===== src/rtl/mem_port_arbiter_if.sv =====
// mem_port_arbiter_if
// Bundles the three ports of the memory arbiter: the fetch requester
// (if_*), the data requester (d_*) and the unified memory port (mem_*).
// state_dbg exposes the arbiter FSM state so checkers can bind to it.
//
// Handshake: a requester raises req with its address and data, and keeps
// req and those signals stable until its valid pulses for one cycle. The
// memory sees mem_req with stable mem_* signals until mem_ack pulses for
// one cycle. mem_rdata is only meaningful while mem_ack is high.
//
// Modports:
//   slave  - the arbiter: consumes requests and memory responses.
//   master - the environment: requesters plus memory.
interface mem_port_arbiter_if;
  logic        if_req;
  logic [31:0] if_addr;
  logic        if_flush;
  logic [31:0] if_rdata;
  logic        if_valid;
  logic        d_req;
  logic        d_we;
  logic [3:0]  d_mask;
  logic [31:0] d_addr;
  logic [31:0] d_wdata;
  logic [31:0] d_rdata;
  logic        d_valid;
  logic        mem_req;
  logic        mem_we;
  logic [3:0]  mem_mask;
  logic [31:0] mem_addr;
  logic [31:0] mem_wdata;
  logic [31:0] mem_rdata;
  logic        mem_ack;
  logic [1:0]  state_dbg;

  modport slave (
    input  if_req, if_addr, if_flush, d_req, d_we, d_mask, d_addr, d_wdata,
           mem_rdata, mem_ack,
    output if_rdata, if_valid, d_rdata, d_valid,
           mem_req, mem_we, mem_mask, mem_addr, mem_wdata, state_dbg
  );

  modport master (
    output if_req, if_addr, if_flush, d_req, d_we, d_mask, d_addr, d_wdata,
           mem_rdata, mem_ack,
    input  if_rdata, if_valid, d_rdata, d_valid,
           mem_req, mem_we, mem_mask, mem_addr, mem_wdata, state_dbg
  );
endinterface


===== src/rtl/mem_port_arbiter.sv =====
// mem_port_arbiter
// Shares one memory port between instruction fetch and the load/store unit.
// Data accesses win contention, but after STARVE_LIMIT consecutive data
// grants with fetch waiting, one fetch grant is forced. Fetch results that
// were flushed while in flight are completed on the bus but discarded.
//
// Ports:
//   clk  - clock
//   rst  - asynchronous, active-low reset
//   bus  - mem_port_arbiter_if.slave (fetch, data and memory signals)
module mem_port_arbiter #(
  parameter int unsigned STARVE_LIMIT = 4
) (
  input logic            clk,
  input logic            rst,
  mem_port_arbiter_if.slave bus
);

  localparam logic [1:0] IDLE    = 2'd0;
  localparam logic [1:0] IF_BUSY = 2'd1;
  localparam logic [1:0] D_BUSY  = 2'd2;

  localparam logic [3:0] LIMIT = 4'(STARVE_LIMIT);

  logic [1:0]  state;
  logic [3:0]  starve_cnt;
  logic        drop_flag;

  logic        mem_req_q;
  logic        mem_we_q;
  logic [3:0]  mem_mask_q;
  logic [31:0] mem_addr_q;
  logic [31:0] mem_wdata_q;
  logic [31:0] if_rdata_q;
  logic        if_valid_q;
  logic [31:0] d_rdata_q;
  logic        d_valid_q;

  // A requester's req is ignored while its own valid is high, since the
  // requester has not yet had a cycle to drop or update it.
  logic eff_if;
  logic eff_d;
  // The cycle carrying a valid pulse is a turnaround cycle: no grant is
  // issued, so every transaction spans grant, ack and valid cycles.
  logic turnaround;
  logic grant_d;

  assign eff_if     = bus.if_req & ~if_valid_q;
  assign eff_d      = bus.d_req & ~d_valid_q;
  assign turnaround = if_valid_q | d_valid_q;
  assign grant_d    = eff_d & (~eff_if | (starve_cnt < LIMIT));

  always_ff @(posedge clk or negedge rst) begin
    if (!rst) begin
      state       <= IDLE;
      starve_cnt  <= 4'd0;
      drop_flag   <= 1'b0;
      mem_req_q   <= 1'b0;
      mem_we_q    <= 1'b0;
      mem_mask_q  <= 4'd0;
      mem_addr_q  <= 32'd0;
      mem_wdata_q <= 32'd0;
      if_rdata_q  <= 32'd0;
      if_valid_q  <= 1'b0;
      d_rdata_q   <= 32'd0;
      d_valid_q   <= 1'b0;
    end else begin
      if_valid_q <= 1'b0;
      d_valid_q  <= 1'b0;
      case (state)
        IDLE: begin
          if (!turnaround) begin
            if (grant_d) begin
              // Count only data grants that held off a waiting fetch.
              starve_cnt  <= eff_if ? starve_cnt + 4'd1 : 4'd0;
              mem_req_q   <= 1'b1;
              mem_we_q    <= bus.d_we;
              mem_mask_q  <= bus.d_mask;
              mem_addr_q  <= bus.d_addr;
              mem_wdata_q <= bus.d_wdata;
              state       <= D_BUSY;
            end else if (eff_if) begin
              starve_cnt  <= 4'd0;
              mem_req_q   <= 1'b1;
              mem_we_q    <= 1'b0;
              mem_mask_q  <= 4'hF;
              mem_addr_q  <= bus.if_addr;
              mem_wdata_q <= 32'd0;
              state       <= IF_BUSY;
            end
          end
        end
        IF_BUSY: begin
          if (bus.if_flush) drop_flag <= 1'b1;
          if (bus.mem_ack) begin
            mem_req_q <= 1'b0;
            state     <= IDLE;
            // A flush in the ack cycle itself also kills this result.
            if (drop_flag || bus.if_flush) begin
              drop_flag <= 1'b0;
            end else begin
              if_rdata_q <= bus.mem_rdata;
              if_valid_q <= 1'b1;
            end
          end
        end
        D_BUSY: begin
          if (bus.mem_ack) begin
            mem_req_q <= 1'b0;
            state     <= IDLE;
            d_valid_q <= 1'b1;
            if (!mem_we_q) d_rdata_q <= bus.mem_rdata;
          end
        end
        default: state <= IDLE;
      endcase
    end
  end

  assign bus.mem_req   = mem_req_q;
  assign bus.mem_we    = mem_we_q;
  assign bus.mem_mask  = mem_mask_q;
  assign bus.mem_addr  = mem_addr_q;
  assign bus.mem_wdata = mem_wdata_q;
  assign bus.if_rdata  = if_rdata_q;
  assign bus.if_valid  = if_valid_q;
  assign bus.d_rdata   = d_rdata_q;
  assign bus.d_valid   = d_valid_q;
  assign bus.state_dbg = state;

endmodule


===== src/flat_wrapper.sv =====
// flat-port wrapper written by rule: the top's interface ports become plain ports
module mem_port_arbiter_flat 
#(
  parameter int unsigned STARVE_LIMIT = 4
)
  (clk, rst, bus_if_req, bus_if_addr, bus_if_flush, bus_d_req, bus_d_we, bus_d_mask, bus_d_addr, bus_d_wdata, bus_mem_rdata, bus_mem_ack, bus_if_rdata, bus_if_valid, bus_d_rdata, bus_d_valid, bus_mem_req, bus_mem_we, bus_mem_mask, bus_mem_addr, bus_mem_wdata, bus_state_dbg);
  mem_port_arbiter_if bus_i ();
  input logic clk;
  input logic rst;
  input wire logic [$bits(bus_i.if_req)-1:0] bus_if_req;
  input wire logic [$bits(bus_i.if_addr)-1:0] bus_if_addr;
  input wire logic [$bits(bus_i.if_flush)-1:0] bus_if_flush;
  input wire logic [$bits(bus_i.d_req)-1:0] bus_d_req;
  input wire logic [$bits(bus_i.d_we)-1:0] bus_d_we;
  input wire logic [$bits(bus_i.d_mask)-1:0] bus_d_mask;
  input wire logic [$bits(bus_i.d_addr)-1:0] bus_d_addr;
  input wire logic [$bits(bus_i.d_wdata)-1:0] bus_d_wdata;
  input wire logic [$bits(bus_i.mem_rdata)-1:0] bus_mem_rdata;
  input wire logic [$bits(bus_i.mem_ack)-1:0] bus_mem_ack;
  output wire logic [$bits(bus_i.if_rdata)-1:0] bus_if_rdata;
  output wire logic [$bits(bus_i.if_valid)-1:0] bus_if_valid;
  output wire logic [$bits(bus_i.d_rdata)-1:0] bus_d_rdata;
  output wire logic [$bits(bus_i.d_valid)-1:0] bus_d_valid;
  output wire logic [$bits(bus_i.mem_req)-1:0] bus_mem_req;
  output wire logic [$bits(bus_i.mem_we)-1:0] bus_mem_we;
  output wire logic [$bits(bus_i.mem_mask)-1:0] bus_mem_mask;
  output wire logic [$bits(bus_i.mem_addr)-1:0] bus_mem_addr;
  output wire logic [$bits(bus_i.mem_wdata)-1:0] bus_mem_wdata;
  output wire logic [$bits(bus_i.state_dbg)-1:0] bus_state_dbg;
  assign bus_i.if_req = bus_if_req;
  assign bus_i.if_addr = bus_if_addr;
  assign bus_i.if_flush = bus_if_flush;
  assign bus_i.d_req = bus_d_req;
  assign bus_i.d_we = bus_d_we;
  assign bus_i.d_mask = bus_d_mask;
  assign bus_i.d_addr = bus_d_addr;
  assign bus_i.d_wdata = bus_d_wdata;
  assign bus_i.mem_rdata = bus_mem_rdata;
  assign bus_i.mem_ack = bus_mem_ack;
  assign bus_if_rdata = bus_i.if_rdata;
  assign bus_if_valid = bus_i.if_valid;
  assign bus_d_rdata = bus_i.d_rdata;
  assign bus_d_valid = bus_i.d_valid;
  assign bus_mem_req = bus_i.mem_req;
  assign bus_mem_we = bus_i.mem_we;
  assign bus_mem_mask = bus_i.mem_mask;
  assign bus_mem_addr = bus_i.mem_addr;
  assign bus_mem_wdata = bus_i.mem_wdata;
  assign bus_state_dbg = bus_i.state_dbg;
  mem_port_arbiter #(.STARVE_LIMIT(STARVE_LIMIT)) u_core (.clk(clk), .rst(rst), .bus(bus_i));
endmodule

===== config.mk =====
export PLATFORM = sky130hd
export DESIGN_NAME = mem_port_arbiter_flat
export DESIGN_NICKNAME = d
export VERILOG_FILES = /design/src/rtl/mem_port_arbiter_if.sv /design/src/rtl/mem_port_arbiter.sv /design/src/flat_wrapper.sv
export SDC_FILE = /design/constraint.sdc
export NUM_CORES = 1
export LEC_CHECK = 0
export BUFFER_PORTS_ARGS = -buffer_cell sky130_fd_sc_hd__clkbuf_2
export CAP_MARGIN = 20
export CORE_UTILIZATION = 42
export DETAILED_ROUTE_END_ITERATION = 8
export GPL_ROUTABILITY_DRIVEN = 0
export HOLD_SLACK_MARGIN = 0.03
export PLACE_DENSITY = 0.88
export SYNTH_ARGS = -nofsm -noshare
export SYNTH_HDL_FRONTEND = slang
export SYNTH_SLANG_ARGS = --single-unit
export TNS_END_PERCENT = 100

===== constraint.sdc =====
create_clock -name clk -period 1.6 [get_ports clk]
set_input_delay 0.08 -clock clk [delete_from_list [all_inputs] [get_ports clk]]
set_output_delay 0.08 -clock clk [all_outputs]
set_load 0.03 [all_outputs]

==> flow_summary.json, run 1 <==
{
  "crit_start": "u_core.bus.d_valid$_DFF_PN0_",
  "io_buffers": 276,
  "synth_area_leaders": "dfrtp_1 63%, mux2_2 12%, a22o_1 5.6%",
  "start_util_pct": 43.1,
  "min_path_type": "in2async",
  "seqCellArea_sq_mm": 0.00358,
  "finalSetupViolations": 115,
  "htree_levels": 4,
  "setup_ws_ns": -0.105,
  "clock-sinks": 143,
  "cts_buffers": 17,
  "dp.cells": 902,
  "finalCriticalPeriod_ns": 1.71,
  "fin_area_sq_mm": 0.0101,
  "pin_count": 277,
  "fillers": 725,
  "core_sq_mm": 0.0132,
  "cts_tree": "yes",
  "grt_pass1_wl_microns": 32600,
  "synthArstFlopShare_pct": 100,
  "p_total_mw": 21.3,
  "cpPeakStageDelay_ns": 0.48,
  "maxCapViolCount": 0,
  "path_delay_family": "simple AND/OR/NAND/NOR gates",
  "crit_required_ns": 1.90,
  "antenna_cells": 0,
  "syn_nets": 588,
  "drt_wl_total_microns": 21700,
  "synth_warnings": 0,
  "worst_slew_pin_slew_ns": 0.329,
  "syn-mean-instance-area_sq_um": 12.8,
  "cp_slowest_cell": "or3b_4",
  "yosysTopAreaCellShare_pct": 63.0,
  "place_ws_ns": -0.225,
  "synth_area_sq_mm": 0.00568,
  "multi_input_area_sq_mm": 0.00231,
  "vias": 5661,
  "layout_commonest_cell": "clkbuf_2",
  "irDropWorstVdd_mv": 1.01,
  "clock_latency_ns": 0.42,
  "finalSetupTns_ns": -5.36,
  "violations": "negative setup slack",
  "cp_cell_sequence": "or2_4 > or3b_4 > buf_12 > a22o_1",
  "route.detailed.drc": 0,
  "synth_edf_count": 0,
  "clk_pin_slew_worst_paths_ns": 0.06,
  "powerDensity_mw_per_mm2": 2100,
  "drt-pass1-iter-count": 7,
  "syn_inst": 445,
  "worstPathArrival_ns": 2.01,
  "slew_violations": 0,
  "dpl_cell_area_sq_mm": 0.00775,
  "path_buf_inv": 1,
  "post-route-period-util_pct": 107,
  "yosysSeqAreaShare_pct": 63.0,
  "synth_flop_cell": "dfrtp_1",
  "die_h_microns": 118,
  "dp_hpwl_microns": 11300,
  "fin_hold_ws_ns": 0.0864,
  "finClkSkew_ns": 0.0138,
  "final_cell_mix": "275 x clkbuf_2, 139 x dfrtp_1, 137 x dlygate4sd3_1, 64 x mux2_4, 51 x a21oi_1",
  "grt_overflow": 0,
  "final_cells": 1083,
  "synth_area_leader_cell": "dfrtp_1",
  "endpoint_kind": "flip-flop",
  "post_drt_wl_per_cell_microns": 20.1,
  "grt_max_degree": 60,
  "power_leakage_nw": 5.15,
  "hold_violations": 0,
  "drive_gt1_share_pct": 50.6,
  "slew_headroom_pct": 78.0,
  "die_area_sq_mm": 0.0140,
  "cp_max_fo": 25,
  "cts_buffer_depth": 2,
  "grt_pass1_vias": 5995,
  "synth.distinct_cells": 31,
  "drt-vias-per-instance": 5.23,
  "rsz0062_at_grt": "true",
  "grt_usage_pct": 30.6,
  "status": "finished, violations left",
  "critPathKind": "reg2reg",
  "antenna_found_initial": 0,
  "utilization_pct": 76.8,
  "ant_nets": 0,
  "rr_startpoint": "u_core.bus.d_valid$_DFF_PN0_",
  "fmax_ghz": 0.586,
  "rows": 42,
  "die_w_microns": 118,
  "area_growth_pct": 78.2,
  "nets": 1037,
  "ys_seq_elements": 143,
  "first_iter_violations": 343,
  "root_buffer": "clkbuf_16",
  "worstSetupStartpointType": "flip-flop"
}
routing by layer:
metal / global-route usage [%] / wire length (microns) / vias to the layer above
met1: 34.8 / 8280 / 2800
met5: 0 / 0 / -
met3: 7.77 / 1430 / 60
li1: - / - / 2465
met2: 53.8 / 11300 / 336
met4: 14.3 / 674 / 0
synthesized netlist by cell type, types with 2 or more instances:
cell      instances
inv_1             2
nor2_1           34
buf_2            12
clkbuf_1         10
nand2b_1          2
a22o_1           36
nor3_1            2
a21oi_1          62
buf_6             6
nor2b_1           2
dfrtp_1         143
ha_1              4
a21oi_2           7
mux2_2           63
o22a_1            4
o21ai_0           4
and2_1            2
nand2_1          37
layout make-up:
class | instances | area share (%)
flip-flops and latches | 143 | 35.4
repair buffers | 459 | 33.3
multi-input cells | 271 | 22.8
clock buffers | 19 | 4.37
well taps | 176 | 2.17
clock inverters | 13 | 1.83
inverters | 2 | 0.0741
where the power goes:
group          internal, mW  total, mW  switching, mW
Sequential             5.27       6.42           1.15
Clock                  2.66       4.22           1.57
Combinational          4.19       10.7           6.47
Total                  12.1       21.3           9.19
registers in the layout (all words and copies together) (netlist names):
register and cells:
u_core.bus.d_rdata 32, u_core.bus.mem_addr 32, u_core.bus.d_valid 1, u_core.drop_flag 1
u_core.bus.mem_wdata 32, u_core.bus.if_rdata 32, u_core.bus.mem_we 1, u_core.starve_cnt 4
u_core.bus.mem_mask 4, u_core.bus.mem_req 1, u_core.bus.state_dbg 2, u_core.bus.if_valid 1
path summary, 6_finish.rpt:
path	endpoint	slack, ns	cells after the start
setup reg to reg	u_core.bus.mem_wdata[5]$_DFFE_PN0P_	-0.11	4
min in group clk	u_core.starve_cnt[2]$_DFFE_PN0P_	0.30	5
hold reg to reg	u_core.starve_cnt[3]$_DFFE_PN0P_	0.49	1
setup / recovery	u_core.bus.mem_wdata[5]$_DFFE_PN0P_	-0.11	4
hold / removal	u_core.bus.d_rdata[9]$_DFFE_PN0P_	0.09	2
max in group asynchronous	u_core.bus.d_valid$_DFF_PN0_	0.89	3
kinds of logic after synthesis:
family,count (synthesis),synth area share [%]
mux,64,12.7
compound gates,116,13.5
simple gates,87,6.85
buf+inv,31,3.11
flops,143,63.0
fa+ha+maj,4,0.881
timing repair:
action                                  CTS  global route
pin swaps                                 1             3
cloned                                    3             5
buffers inserted                          4             2
endpoints found under the hold margin   279             0
endpoints found under the setup margin  134           133
hold buffers                            137             0
resized for setup                        20            25
Note: power is estimated with default switching activity, not from simulation.
==> run 2, diff against run 1 <==
- CORE_UTILIZATION: 42 -> 43
- CTS_BUF_LIST: unset -> sky130_fd_sc_hd__clkbuf_2
- PLACE_DENSITY: 0.88 -> 0.89
==> run 2 against run 1 <==
Compared with the run above:
- the run still ends with negative setup slack left
- fmax shrank 4.0%
- setup slack lost 0.071 ns
- clock skew grew 0.024 ns
- combinational power grew 6%
- worst hold slack gained 0.038 ns
- die area shrank 2.3%
- non-clock buffer count grew 19
- critical path depth grew 2
- sequential cell count is the same
- largest cell class is now buffers
==> flow_summary.json, run 2 (same netlist as run 1, synthesis figures left out) <==
{
  "finClkSkew_ns": 0.0382,
  "power.share.clock_pct": 11.4,
  "drt_wl_total_microns": 22700,
  "nets": 1056,
  "cp_slowest_cell": "dfrtp_2",
  "layout_commonest_cell": "clkbuf_2",
  "drive_gt1_share_pct": 53.2,
  "p_total_mw": 20.0,
  "rsz0062_at_grt": "true",
  "worstSetupStartpointType": "flip-flop",
  "grt_pass1_vias": 6235,
  "pin_count": 277,
  "grt_overflow": 0,
  "cts_tree": "yes",
  "post-route-period-util_pct": 111,
  "worstPathArrival_ns": 2.36,
  "clk_pin_slew_worst_paths_ns": 0.22,
  "core_sq_mm": 0.0128,
  "p_int_mw": 10.8,
  "antenna_found_initial": 0,
  "finalCriticalPeriod_ns": 1.78,
  "swShare_pct": 46.2,
  "grt_max_degree": 52,
  "cp_cell_sequence": "or2_4 > or3b_4 > buf_12 > buf_12 > a21oi_2 > a21oi_1",
  "die_area_sq_mm": 0.0137,
  "fmax_ghz": 0.563,
  "route.detailed.drc": 0,
  "hold_violations": 0,
  "start_util_pct": 44.5,
  "finalSetupTns_ns": -12.20,
  "min_path_type": "in2reg",
  "crit_path_frequent_cell": "buf_12",
  "post_drt_wl_per_cell_microns": 20.7,
  "grt_pass1_wl_microns": 32700,
  "vias": 5871,
  "io_buffers": 276,
  "cp_max_fo": 19,
  "slew_violations": 0,
  "rows": 41,
  "endpoint_kind": "flip-flop",
  "violations": "negative setup slack",
  "first_iter_violations": 434,
  "drt-vias-per-instance": 5.35,
  "ant_nets": 0,
  "drt-pass1-iter-count": 5,
  "grt_usage_pct": 32.5,
  "final_cell_mix": "291 x clkbuf_2, 141 x dlygate4sd3_1, 139 x dfrtp_1, 64 x mux2_4, 36 x a22o_1",
  "area_growth_pct": 78.6,
  "powerDensity_mw_per_mm2": 1970,
  "sequentialPowerShare_pct": 32.1,
  "setup_ws_ns": -0.176,
  "die_w_microns": 117,
  "fillers": 654,
  "antenna_cells": 0,
  "critPathKind": "reg2reg",
  "dp_hpwl_microns": 11500,
  "p_sw_mw": 9.25,
  "htree_levels": 4,
  "status": "finished, violations left",
  "p_comb_share_pct": 56.6,
  "cts_buffers": 17,
  "worst_slew_pin_slew_ns": 0.490,
  "cpPeakStageDelay_ns": 0.44,
  "irDropWorstVdd_mv": 1.22,
  "cts_buffer_depth": 2,
  "finalSetupViolations": 126,
  "root_buffer": "clkbuf_2",
  "power_leakage_nw": 5.13,
  "die_h_microns": 117,
  "maxCapViolCount": 0,
  "clock_latency_ns": 0.70,
  "slew_headroom_pct": 67.3,
  "crit_required_ns": 2.18,
  "clock-sinks": 143
}
run 2: final cells by class:
type / instances / area [sq um] / area share [%]
flip-flops and latches: 143 / 3580 / 35.3
clock inverters: 12 / 159 / 1.57
multi-input cells: 271 / 2410 / 23.8
clock buffers: 20 / 100 / 0.986
well taps: 172 / 215 / 2.12
inverters: 2 / 10.0 / 0.0986
repair buffers: 478 / 3670 / 36.1
run 2: through the flow:
stage	std cells	hold WS, ns	cell area [sq um]	utilization, %	worst slack, ns
finish	1098	0.124	10100	79.4	-0.176
global route	1098	0.0590	10100	79.4	-0.203
CTS	1096	0.0335	10000	78.3	-0.141
detailed placement	907	0.0567	7860	61.5	-0.201
global placement	907	0.0591	7860	61.5	-0.161
floorplan	445	-0.216	6020	-	-0.185
run 2: repair_timing:
item,CTS,global route
resized for setup,59,32
pin swaps,5,5
cloned,5,4
endpoints found under the setup margin,132,137
hold buffers,141,0
setup buffers,11,5
hold endpoints to repair,285,0
run 2: critical path, delay by kind of cell, from the launching register on:
family / cells / cell delay [ns]
and+or+nand+nor: 2 / 0.65
AOI/OAI and AO/OA: 2 / 0.24
buffers and inverters: 2 / 0.34
DFF: 1 / 0.44
run 2: layer usage:
layer	up-vias	track usage, %	part of all wire (%)
li1	2507	-	-
met1	2875	36.4	37
met2	399	55.9	50
met3	90	9.32	7.9
met4	0	18.4	4.5
met5	-	0	0
run 2: power groups by stage:
stage | registers, mW | clock network (mW) | logic [mW]
2_1_floorplan | 9.33 | 0 | 3.47
3_3_place_gp | 6.19 | 0 | 9.50
3_5_place_dp | 6.29 | 0 | 9.72
4_1_cts | 6.24 | 2.31 | 10.6
5_1_grt | 6.56 | 2.47 | 12.0
6_report | 6.42 | 2.28 | 11.3
run 2: final timing paths:
kind / start / endpoint / slack, ns / cells after the start
max reg2reg: u_core.bus.d_valid$_DFF_PN0_ / u_core.bus.mem_addr[16]$_DFFE_PN0P_ / -0.18 / 6
max in group asynchronous: rst / u_core.drop_flag$_DFFE_PN0P_ / 0.53 / 4
min reg2reg: u_core.bus.mem_wdata[5]$_DFFE_PN0P_ / u_core.bus.mem_wdata[5]$_DFFE_PN0P_ / 0.54 / 1
min in group asynchronous: rst / u_core.bus.mem_wdata[16]$_DFFE_PN0P_ / 0.44 / 3
min: bus_if_addr[17] / u_core.bus.mem_addr[17]$_DFFE_PN0P_ / 0.12 / 4
max: u_core.bus.d_valid$_DFF_PN0_ / u_core.bus.mem_addr[16]$_DFFE_PN0P_ / -0.18 / 6
==> run 3, diff against run 2 <==
- PLACE_DENSITY: 0.89 -> 0.78
- RECOVER_POWER: unset -> 25
==> run 3 against run 2 <==
Compared with the run above:
- register-to-register slack gained 0.02 ns
- critical endpoint is now u_core.bus.mem_wdata[16]$_DFFE_PN0P_
- via count is 1.2% higher
- the run still ends with negative setup slack left
- critical path type unchanged
- wire length is 1.4% lower
- clock power shrank 22%
- global-route usage is 1.2 points lower
- cell count grew 0.46%
==> flow_summary.json, run 3 (same netlist as run 1, synthesis figures left out) <==
{
  "clock-sinks": 143,
  "layout_commonest_cell": "clkbuf_2",
  "cp.depth": 6,
  "slew_headroom_pct": 49.7,
  "finalCriticalPeriod_ns": 1.76,
  "seqCellArea_sq_mm": 0.00358,
  "rr_startpoint": "u_core.bus.d_valid$_DFF_PN0_",
  "antenna_cells": 0,
  "cp_max_fo": 7,
  "fmax_ghz": 0.569,
  "cp_cell_sequence": "or2_4 > or3b_4 > buf_12 > nor2_8 > clkbuf_16 > a22o_1",
  "clk_pin_slew_worst_paths_ns": 0.23,
  "maxCapViolCount": 0,
  "path_buf_inv": 2,
  "grt_max_degree": 47,
  "cts_buffer_depth": 2,
  "cts_buffers": 17,
  "die_h_microns": 117,
  "hold_violations": 0,
  "rsz0062_at_grt": "true",
  "status": "finished, violations left",
  "die_w_microns": 117,
  "powerDensity_mw_per_mm2": 1940,
  "final_cell_mix": "290 x clkbuf_2, 149 x dlygate4sd3_1, 139 x dfrtp_1, 64 x mux2_4, 49 x a21oi_1",
  "rows": 41,
  "fillers": 704,
  "critPathKind": "reg2reg",
  "clock_latency_ns": 0.72,
  "crit_start": "u_core.bus.d_valid$_DFF_PN0_",
  "io_buffers": 276,
  "multi_input_area_sq_mm": 0.00234,
  "worstPathArrival_ns": 2.41,
  "min_path_type": "in2reg",
  "drt_wl_total_microns": 22400,
  "path_delay_family": "simple AND/OR/NAND/NOR gates",
  "worstSetupStartpointType": "flip-flop",
  "grt_usage_pct": 31.3,
  "root_buffer": "clkbuf_2",
  "slew_violations": 0,
  "cpPeakStageDelay_ns": 0.45,
  "die_area_sq_mm": 0.0137,
  "endpoint_kind": "flip-flop",
  "finalSetupViolations": 109,
  "fin_hold_ws_ns": 0.114,
  "irDropWorstVdd_mv": 1.14,
  "drt-pass1-iter-count": 5,
  "route.detailed.drc": 0,
  "grt_overflow": 0,
  "p_total_mw": 19.4,
  "rr_endpoint": "u_core.bus.mem_wdata[16]$_DFFE_PN0P_",
  "utilization_pct": 78.3,
  "power_leakage_nw": 5.09,
  "finClkSkew_ns": 0.0466,
  "start_util_pct": 44.5,
  "drt-vias-per-instance": 5.39,
  "hold_start": "bus_d_wdata[26]",
  "post_drt_wl_per_cell_microns": 20.3,
  "cts_tree": "yes",
  "ant_nets": 0,
  "first_iter_violations": 362,
  "reg2reg_slack_ns": -0.16,
  "crit_required_ns": 2.26,
  "cp_slowest_cell": "dfrtp_2",
  "post-route-period-util_pct": 110,
  "grt_pass1_vias": 6159,
  "dp_hpwl_microns": 11100,
  "antenna_found_initial": 0,
  "setup_ws_ns": -0.158,
  "r2r_cells": 6,
  "drive_gt1_share_pct": 50.7,
  "area_growth_pct": 76.1,
  "grt_pass1_wl_microns": 31800,
  "core_sq_mm": 0.0128,
  "final_cells": 1103,
  "vias": 5941,
  "dp.cells": 895,
  "worst_slew_pin_slew_ns": 0.755,
  "crit_end": "u_core.bus.mem_wdata[16]$_DFFE_PN0P_",
  "pin_count": 277,
  "htree_levels": 4,
  "nets": 1061,
  "violations": "negative setup slack"
}
==> run 3: cell types whose count changed in the layout (fill, tap and decap cells not counted), moves of 4 or more <==
cell,change
a21oi_1,+16
a21oi_2,-14
buf_12,-10
buf_4,-7
buf_6,+8
buf_8,+4
dlygate4sd3_1,+8
==> run 3: power breakdown <==
group	switching (mW)	internal (mW)
registers	1.15	5.23
logic	6.62	4.59
clock network	1.37	0.411
==> run 3: through the flow <==
step / TNS, ns / setup slack, ns / area (sq um)
6_report: -9.96 / -0.158 / 10000
5_1_grt: -17.76 / -0.226 / 10000
4_1_cts: -10.73 / -0.167 / 9850
3_5_place_dp: -16.82 / -0.259 / 7720
3_3_place_gp: -13.15 / -0.202 / 7720
2_1_floorplan: -14.05 / -0.185 / 6020
==> run 3: worst register-to-register path, stage by stage (launching register included) <==
cell,delay [ns]
dfrtp_2,0.45
or2_4,0.25
or3b_4,0.42
buf_12,0.16
nor2_8,0.14
clkbuf_16,0.17
a22o_1,0.15
==> run 3: layout make-up <==
cell class	count	area share (%)
Inverter	2	0.100
Timing Repair Buffer	483	36.7
Clock inverter	13	0.913
Clock buffer	19	0.950
Multi-Input combinational cell	271	23.4
Tap cell	172	2.15
Sequential cell	143	35.8
==> run 3: what timing repair did <==
item,CTS,global route
hold endpoints to repair,285,6
setup buffers,9,13
hold buffers,145,5
pin swaps,1,8
cloned,9,4
setup endpoints to repair,127,147
gates resized for setup,44,48
==> run 3: routing by layer <==
metal | vias to the layer above | routed length [microns] | track usage, %
li1 | 2515 | - | -
met4 | 0 | 949 | 14.9
met5 | - | 0 | 0
met3 | 103 | 2020 | 9.22
met2 | 446 | 11200 | 55.2
met1 | 2877 | 8170 | 34.7
==> run 3: how the worst min path moves through the flow <==
stage / to / slack (ns) / cells after the start
global route: u_core.bus.mem_wdata[20]$_DFFE_PN0P_ / 0.01 / 3
floorplan: u_core.bus.d_rdata[0]$_DFFE_PN0P_ / -0.22 / 0
CTS: u_core.bus.mem_addr[15]$_DFFE_PN0P_ / 0.03 / 4
global placement: u_core.bus.if_rdata[6]$_DFFE_PN0P_ / -0.02 / 1
detailed placement: u_core.bus.if_rdata[4]$_DFFE_PN0P_ / -0.02 / 1
finish: u_core.bus.mem_wdata[26]$_DFFE_PN0P_ / 0.11 / 3
